**config.mk**
```make
export PLATFORM = sky130hd
export DESIGN_NAME = fetch_unit_flat
export DESIGN_NICKNAME = d
export VERILOG_FILES = /design/src/rtl/fetch_pkg.sv /design/src/rtl/fetch_if.sv /design/src/rtl/fetch_queue.sv /design/src/rtl/fetch_unit.sv /design/src/flat_wrapper.sv
export SDC_FILE = /design/constraint.sdc
export NUM_CORES = 1
export LEC_CHECK = 0
export ABC_CLOCK_PERIOD_IN_PS = 6700
export CORE_MARGIN = 2
export CORE_UTILIZATION = 30
export CTS_CLUSTER_DIAMETER = 200
export DETAILED_ROUTE_END_ITERATION = 10
export PLACE_DENSITY = 0.56
export SLEW_MARGIN = 10
export SYNTH_ARGS = -nofsm -noshare
export SYNTH_HDL_FRONTEND = slang
export SYNTH_HIERARCHICAL = 1
export SYNTH_SLANG_ARGS = --single-unit
```
**constraint.sdc**
```tcl
create_clock -name clk -period 6.7 [get_ports clk]
set_input_delay 1.34 -clock clk [delete_from_list [all_inputs] [get_ports clk]]
set_output_delay 1.34 -clock clk [all_outputs]
set_load 0.02 [all_outputs]
```
**src/rtl/fetch_pkg.sv**
```systemverilog
// Shared constants and helpers for the fetch stage.
package fetch_pkg;
  localparam int unsigned PC_STEP = 4;

  // Queue pointers carry one extra wrap bit so that full and empty are distinguishable.
  function automatic int ptr_w(input int depth);
    return $clog2(depth) + 1;
  endfunction
endpackage

```
**src/rtl/fetch_if.sv**
```systemverilog
// Fetch stage handshakes: imem request/response channel and decode-side instruction port.
interface fetch_if #(
  parameter int W = 32
);
  logic         imem_req_valid;
  logic         imem_req_ready;
  logic [W-1:0] imem_req_addr;
  logic         imem_rsp_valid;
  logic [W-1:0] imem_rsp_data;
  logic         instr_valid;
  logic         instr_ready;
  logic [W-1:0] instr;
  logic [W-1:0] instr_pc;

  modport master (
    output imem_req_valid, imem_req_addr, instr_valid, instr, instr_pc,
    input  imem_req_ready, imem_rsp_valid, imem_rsp_data, instr_ready
  );

  modport slave (
    input  imem_req_valid, imem_req_addr, instr_valid, instr, instr_pc,
    output imem_req_ready, imem_rsp_valid, imem_rsp_data, instr_ready
  );
endinterface

```
**src/rtl/fetch_queue.sv**
```systemverilog
// In-order fetch queue: slots are allocated when a request is accepted and filled by responses.
module fetch_queue
  import fetch_pkg::*;
#(
  parameter int   W     = 32,
  parameter int   DEPTH = 4,
  localparam int  PW    = ptr_w(DEPTH)
) (
  input  logic          clk,
  input  logic          rst,
  input  logic          flush,
  input  logic          alloc_en,
  input  logic [W-1:0]  alloc_pc,
  input  logic          fill_en,
  input  logic [W-1:0]  fill_data,
  input  logic          pop_en,
  output logic [PW-1:0] occupancy,
  output logic [PW-1:0] unfilled,
  output logic          head_filled,
  output logic [W-1:0]  head_pc,
  output logic [W-1:0]  head_data
);
  localparam int IW = $clog2(DEPTH);

  typedef struct packed {
    logic [W-1:0] pc;
    logic [W-1:0] data;
    logic         filled;
  } fetch_entry_t;

  fetch_entry_t  slots [DEPTH];
  logic [PW-1:0] alloc_q, fill_q, read_q;
  logic [IW-1:0] alloc_idx, fill_idx, read_idx;
  logic          do_fill, do_pop;

  assign alloc_idx   = alloc_q[IW-1:0];
  assign fill_idx    = fill_q[IW-1:0];
  assign read_idx    = read_q[IW-1:0];
  assign occupancy   = alloc_q - read_q;
  assign unfilled    = alloc_q - fill_q;
  assign head_filled = (occupancy != '0) && slots[read_idx].filled;
  assign head_pc     = slots[read_idx].pc;
  assign head_data   = slots[read_idx].data;
  assign do_fill     = fill_en && (unfilled != '0);
  assign do_pop      = pop_en && head_filled;

  always_ff @(posedge clk or negedge rst) begin
    if (!rst) begin
      alloc_q <= '0;
      fill_q  <= '0;
      read_q  <= '0;
      for (int i = 0; i < DEPTH; i++) slots[i] <= '0;
    end else if (flush) begin
      alloc_q <= '0;
      fill_q  <= '0;
      read_q  <= '0;
      for (int i = 0; i < DEPTH; i++) slots[i].filled <= 1'b0;
    end else begin
      if (alloc_en) begin
        slots[alloc_idx].pc     <= alloc_pc;
        slots[alloc_idx].filled <= 1'b0;
        alloc_q                 <= alloc_q + PW'(1);
      end
      // Responses return in request order, so the oldest unfilled slot is always the target.
      if (do_fill) begin
        slots[fill_idx].data   <= fill_data;
        slots[fill_idx].filled <= 1'b1;
        fill_q                 <= fill_q + PW'(1);
      end
      if (do_pop) read_q <= read_q + PW'(1);
    end
  end
endmodule

```
**src/rtl/fetch_unit.sv**
```systemverilog
// Fetch stage: PC sequencing, redirect/flush handling, stale-response dropping and request credit.
module fetch_unit
  import fetch_pkg::*;
#(
  parameter int           W        = 32,
  parameter int           DEPTH    = 4,
  parameter logic [W-1:0] RESET_PC = '0
) (
  input  logic         clk,
  input  logic         rst,
  input  logic         redirect_valid,
  input  logic         redirect_jalr,
  input  logic [W-1:0] redirect_base,
  input  logic [W-1:0] redirect_imm,
  fetch_if.master      bus,
  output logic         fetch_fault
);
  localparam int PW = ptr_w(DEPTH);

  logic [W-1:0]  pc_q, target_sum, target, head_pc, head_data;
  logic [PW-1:0] drop_cnt_q, occupancy, unfilled;
  logic [PW:0]   credit_used;
  logic          run_q, fault_q, head_filled, req_fire, rsp_drop, rsp_fill, pop;

  assign target_sum = redirect_base + redirect_imm;
  assign target     = redirect_jalr ? {target_sum[W-1:1], 1'b0} : target_sum;

  // Credit counts live slots plus responses still owed to a flushed stream.
  assign credit_used        = {1'b0, occupancy} + {1'b0, drop_cnt_q};
  assign bus.imem_req_valid = run_q && !fault_q && !redirect_valid &&
                              (credit_used < (PW+1)'(DEPTH));
  assign bus.imem_req_addr  = pc_q;
  assign req_fire           = bus.imem_req_valid && bus.imem_req_ready;
  assign rsp_drop           = bus.imem_rsp_valid && (drop_cnt_q != '0);
  assign rsp_fill           = bus.imem_rsp_valid && (drop_cnt_q == '0);

  assign bus.instr_valid = head_filled && !redirect_valid;
  assign bus.instr       = bus.instr_valid ? head_data : '0;
  assign bus.instr_pc    = bus.instr_valid ? head_pc : '0;
  assign pop             = bus.instr_valid && bus.instr_ready;
  assign fetch_fault     = fault_q;

  fetch_queue #(
    .W     (W),
    .DEPTH (DEPTH)
  ) u_queue (
    .clk         (clk),
    .rst         (rst),
    .flush       (redirect_valid),
    .alloc_en    (req_fire),
    .alloc_pc    (pc_q),
    .fill_en     (rsp_fill),
    .fill_data   (bus.imem_rsp_data),
    .pop_en      (pop),
    .occupancy   (occupancy),
    .unfilled    (unfilled),
    .head_filled (head_filled),
    .head_pc     (head_pc),
    .head_data   (head_data)
  );

  // run_q keeps the request port quiet while reset is asserted.
  always_ff @(posedge clk or negedge rst) begin
    if (!rst) begin
      pc_q       <= RESET_PC;
      drop_cnt_q <= '0;
      fault_q    <= 1'b0;
      run_q      <= 1'b0;
    end else begin
      run_q <= 1'b1;
      if (redirect_valid) begin
        pc_q       <= target;
        drop_cnt_q <= drop_cnt_q + unfilled - PW'(bus.imem_rsp_valid);
        fault_q    <= (target[1:0] != 2'b00);
      end else begin
        if (req_fire) pc_q <= pc_q + W'(PC_STEP);
        if (rsp_drop) drop_cnt_q <= drop_cnt_q - PW'(1);
      end
    end
  end

  // A response with nothing outstanding means the memory invented a beat.
  assert property (@(posedge clk) disable iff (!rst)
    bus.imem_rsp_valid |-> ((drop_cnt_q != '0) || (unfilled != '0)));
endmodule

```
**src/flat_wrapper.sv**
```systemverilog
// flat-port wrapper written by rule: the top's interface ports become plain ports
module fetch_unit_flat import fetch_pkg::*;
#(
  parameter int           W        = 32,
  parameter int           DEPTH    = 4,
  parameter logic [W-1:0] RESET_PC = '0
)
  (clk, rst, redirect_valid, redirect_jalr, redirect_base, redirect_imm, fetch_fault, bus_imem_req_valid, bus_imem_req_addr, bus_instr_valid, bus_instr, bus_instr_pc, bus_imem_req_ready, bus_imem_rsp_valid, bus_imem_rsp_data, bus_instr_ready);
  fetch_if #(.W(W)) bus_i ();
  input  logic clk;
  input  logic rst;
  input  logic redirect_valid;
  input  logic redirect_jalr;
  input  logic [W-1:0] redirect_base;
  input  logic [W-1:0] redirect_imm;
  output logic fetch_fault;
  output wire logic [$bits(bus_i.imem_req_valid)-1:0] bus_imem_req_valid;
  output wire logic [$bits(bus_i.imem_req_addr)-1:0] bus_imem_req_addr;
  output wire logic [$bits(bus_i.instr_valid)-1:0] bus_instr_valid;
  output wire logic [$bits(bus_i.instr)-1:0] bus_instr;
  output wire logic [$bits(bus_i.instr_pc)-1:0] bus_instr_pc;
  input wire logic [$bits(bus_i.imem_req_ready)-1:0] bus_imem_req_ready;
  input wire logic [$bits(bus_i.imem_rsp_valid)-1:0] bus_imem_rsp_valid;
  input wire logic [$bits(bus_i.imem_rsp_data)-1:0] bus_imem_rsp_data;
  input wire logic [$bits(bus_i.instr_ready)-1:0] bus_instr_ready;
  assign bus_imem_req_valid = bus_i.imem_req_valid;
  assign bus_imem_req_addr = bus_i.imem_req_addr;
  assign bus_instr_valid = bus_i.instr_valid;
  assign bus_instr = bus_i.instr;
  assign bus_instr_pc = bus_i.instr_pc;
  assign bus_i.imem_req_ready = bus_imem_req_ready;
  assign bus_i.imem_rsp_valid = bus_imem_rsp_valid;
  assign bus_i.imem_rsp_data = bus_imem_rsp_data;
  assign bus_i.instr_ready = bus_instr_ready;
  fetch_unit #(.W(W), .DEPTH(DEPTH), .RESET_PC(RESET_PC)) u_core (.clk(clk), .rst(rst), .redirect_valid(redirect_valid), .redirect_jalr(redirect_jalr), .redirect_base(redirect_base), .redirect_imm(redirect_imm), .bus(bus_i), .fetch_fault(fetch_fault));
endmodule
```
==> reports/results.tsv <==
stage	metric	value	unit
die	CORE AREA	55090	µm²
timing	RSZ-0062 raised after global routing	no	
final_layout	area of the multi-input gates	8589	µm²
timing	Hold Vio Cnt, Final	0	
logic_synthesis	asr flop ratio synth	100.0	%
logic_synthesis	#FFs+latches synth	306	
die	Die H	240.3	µm
logic_synthesis	Synth top cells by count	306 x dfrtp_1, 157 x mux2_2, 103 x mux2_4	
logic_synthesis	post-synthesis cell area	16750	µm²
status	outcome	complete, no violations	
logic_synthesis	cell count after synthesis	1272	
worst_setup_path	Worst setup EP type	primary output	
timing	total negative slack	0	ps
worst_setup_path	CP required	5360	ps
logic_synthesis	top-area cell type share of the netlist area	45.73	%
clocking	Clock Path Buffers	3	
route	DR vias	10960	
route	Wirelength per Cell	18.75	µm
final_layout	P&R area growth vs syn	24.24	%
power_and_ir_drop	overall power	5386	µW
route	met1 wire length	18770	µm
power_and_ir_drop	VDD IR max	0.1444	mV
clocking	worst skew pair latency	540	ps
worst_setup_path	WS Path Type	reg -> out	
die	Initial Util	30.40	%
route	Antenna Violating Nets Remaining	0	
timing	Max Fclk	182.8	MHz
logic_synthesis	sequential fraction of the synthesis area	45.73	%
worst_setup_path	Worst Path Max Fanout	44	
timing	Slew Limit Fails	0	
timing	minimum clock period	5472	ps
route	# DRC	0	
worst_setup_path	Worst Path Arrival	4130	ps
logic_synthesis	number of synthesized flops with an enable pin	0	
place	IO buf count	201	
global_routing	antenna violations before repair	1	
final_layout	FF/Latch Area	7665	µm²
route	final wirelength	41970	µm
logic_synthesis	Avg Inst Size Synth	13.17	µm²
final_layout	ratio of cells with drive above 1 in the final layout	28.99	%
global_routing	grt ovf	0	
logic_synthesis	Synth cell types	71	
clocking	setup bufs post-CTS	0	
die	die area	57720	µm²
global_routing	vias in the first global route	11480	
logic_synthesis	Yosys top cell by area	dfrtp_1	
logic_synthesis	Primary FF master, synth	dfrtp_1	
timing	Final Setup Violations	0	
power_and_ir_drop	pwr dens	258.9	nW/µm²
timing	Slew @ Worst Pin	1109	ps
final_layout	Final Net Count	1618	
timing	Worst Skew	17.58	ps
route	DR WL met3	2450	µm
die	Die Wd	240.3	µm
clocking	H-tree Lvls	2	
place	HPWL Detailed	28270	µm
clocking	Reg clk slew, reported paths	60	ps
die	num rows	86	
route	met2 WL	19910	µm
global_routing	largest net degree at the start of global routing	121	
global_routing	global-route wire length before repair	65520	µm
clocking	TritonCTS clock tree	built	
logic_synthesis	Ys Warns	6	
power_and_ir_drop	leakage	0.009529	µW
logic_synthesis	Net Count, Synth	1429	
timing	slew margin rel.	26.09	%
clocking	Clock Sinks	306	
final_layout	fill count	5342	
route	DR pass1 iterations	4	
worst_setup_path	CP Launch Type	flip-flop	
timing	Tcrit/Tclk final	81.67	%
flow_run	Max Cap Viol	0	
logic_synthesis	leading post-synthesis cells by cell area	dfrtp_1 46%, mux2_2 11%, mux2_4 9.2%, mux4_2 8.7%, ha_1 3.7%	
global_routing	Total GRT Usage	14.61	%
final_layout	diode count	0	
die	IO Count	202	
worst_hold_path	worst min-delay path class	reg -> reg	
route	1st-iter DRT viols	474	
route	Top Layer Used	met4	
clocking	number of CTS-inserted buffers	37	
clocking	clock root buffer	clkbuf_16	
logic_synthesis	most frequent cell after synthesis	dfrtp_1	
route	number of vias per cell	4.898	
clocking	post-CTS sizing	0	
clocking	hold buffers post-CTS	0	
place	RD Place Congestion	0.8301	
timing	Min Hold Slack	499.0	ps
metrics by stage:
stage          setup slack, ps  utilization [%]  std cells  instance area [µm²]
2_1_floorplan             2852                -       1272                16750
3_3_place_gp              1813            35.32       2170                19460
3_5_place_dp              1659            35.32       2170                19460
4_1_cts                   1072            37.76       2238                20810
5_1_grt                  881.5            37.76       2238                20810
6_report                  1228            37.76       2238                20810
worst max-delay path, cell delays in order (launching register included):
cell and delay (ps):
dfrtp_4 710, ha_1 310, fa_1 390, xor3_4 290, o21a_1 150, nor2b_4 440
buf_4 470, and2_1 200, clkdlybuf4s50_1 610
cells by family after synthesis:
logic type	count (synthesis)	share of synthesized area, %
compound gates	157	6.523
xor+xnor	51	2.936
fa+ha+maj	54	4.214
buf+inv	99	3.026
flops	306	45.73
mux	332	28.95
other cells	1	0.02239
simple gates	272	8.600
flip-flops by register name (all words and copies together), names as in the netlist:
name,count
u_core/fetch_fault,1
u_core/drop_cnt_q,3
u_core/u_queue/alloc_q,3
u_core/run_q,1
u_core/u_queue/slots,260
u_core/u_queue/read_q,3
u_core/u_queue/fill_q,3
u_core/bus.imem_req_addr,32
path summary, 6_finish.rpt:
check / slack (ps) / cells after the start / startpoint / to
max reg2reg: 2000 / 12 / u_core/u_queue/read_q[0] / u_core/u_queue/slots[62]
max in group asynchronous: 4650 / 2 / rst / u_core/u_queue/read_q[0]
min reg2reg: 500 / 1 / u_core/u_queue/slots[229] / u_core/u_queue/slots[229]
max: 1230 / 8 / u_core/u_queue/read_q[0] / bus_instr_pc[8]
min: 500 / 1 / u_core/u_queue/slots[229] / u_core/u_queue/slots[229]
min in group asynchronous: 810 / 1 / rst / u_core/u_queue/slots[139]
area by class of cell:
class	instances	area share (%)
Timing Repair Buffer	217	10.31
Clock buffer	51	5.340
Clock inverter	17	1.125
Multi-Input combinational cell	867	41.29
Tap cell	748	4.498
Inverter	32	0.6014
Sequential cell	306	36.84
routing by layer:
layer,track usage (%),vias to the layer above
met5,0,-
met4,4.310,0
met3,3.146,55
met2,24.53,312
met1,18.90,5569
li1,-,5025
power by group:
group	leakage (µW)	internal, µW	switching [µW]
registers	0.00414	2040	196
logic	0.00472	533	442
clock network	0.000666	1360	814
cells in the final DEF (no fill, tap or decap), drive strengths merged, types with 6 or more instances in the layout:
cell and instances:
clkinv 10, buf 18, clkdlybuf4s50 199, inv 33, and4 6, and2 73, o21ai 27, a21o 7
and3 9, nand3 25, a211oi 11, a21oi 56, nand2b 6, nand4 11, clkbuf 51, dfrtp 306
nor2b 10, nor2 52, ha 50, nand2 60, nor4 6, a221oi 8, xnor2 31, mux2i 7
nor3 8, o211ai 6, mux4 65, o2111ai 6, mux2 260, xor2 18
No activity file was read; power rests on OpenSTA's default activity.
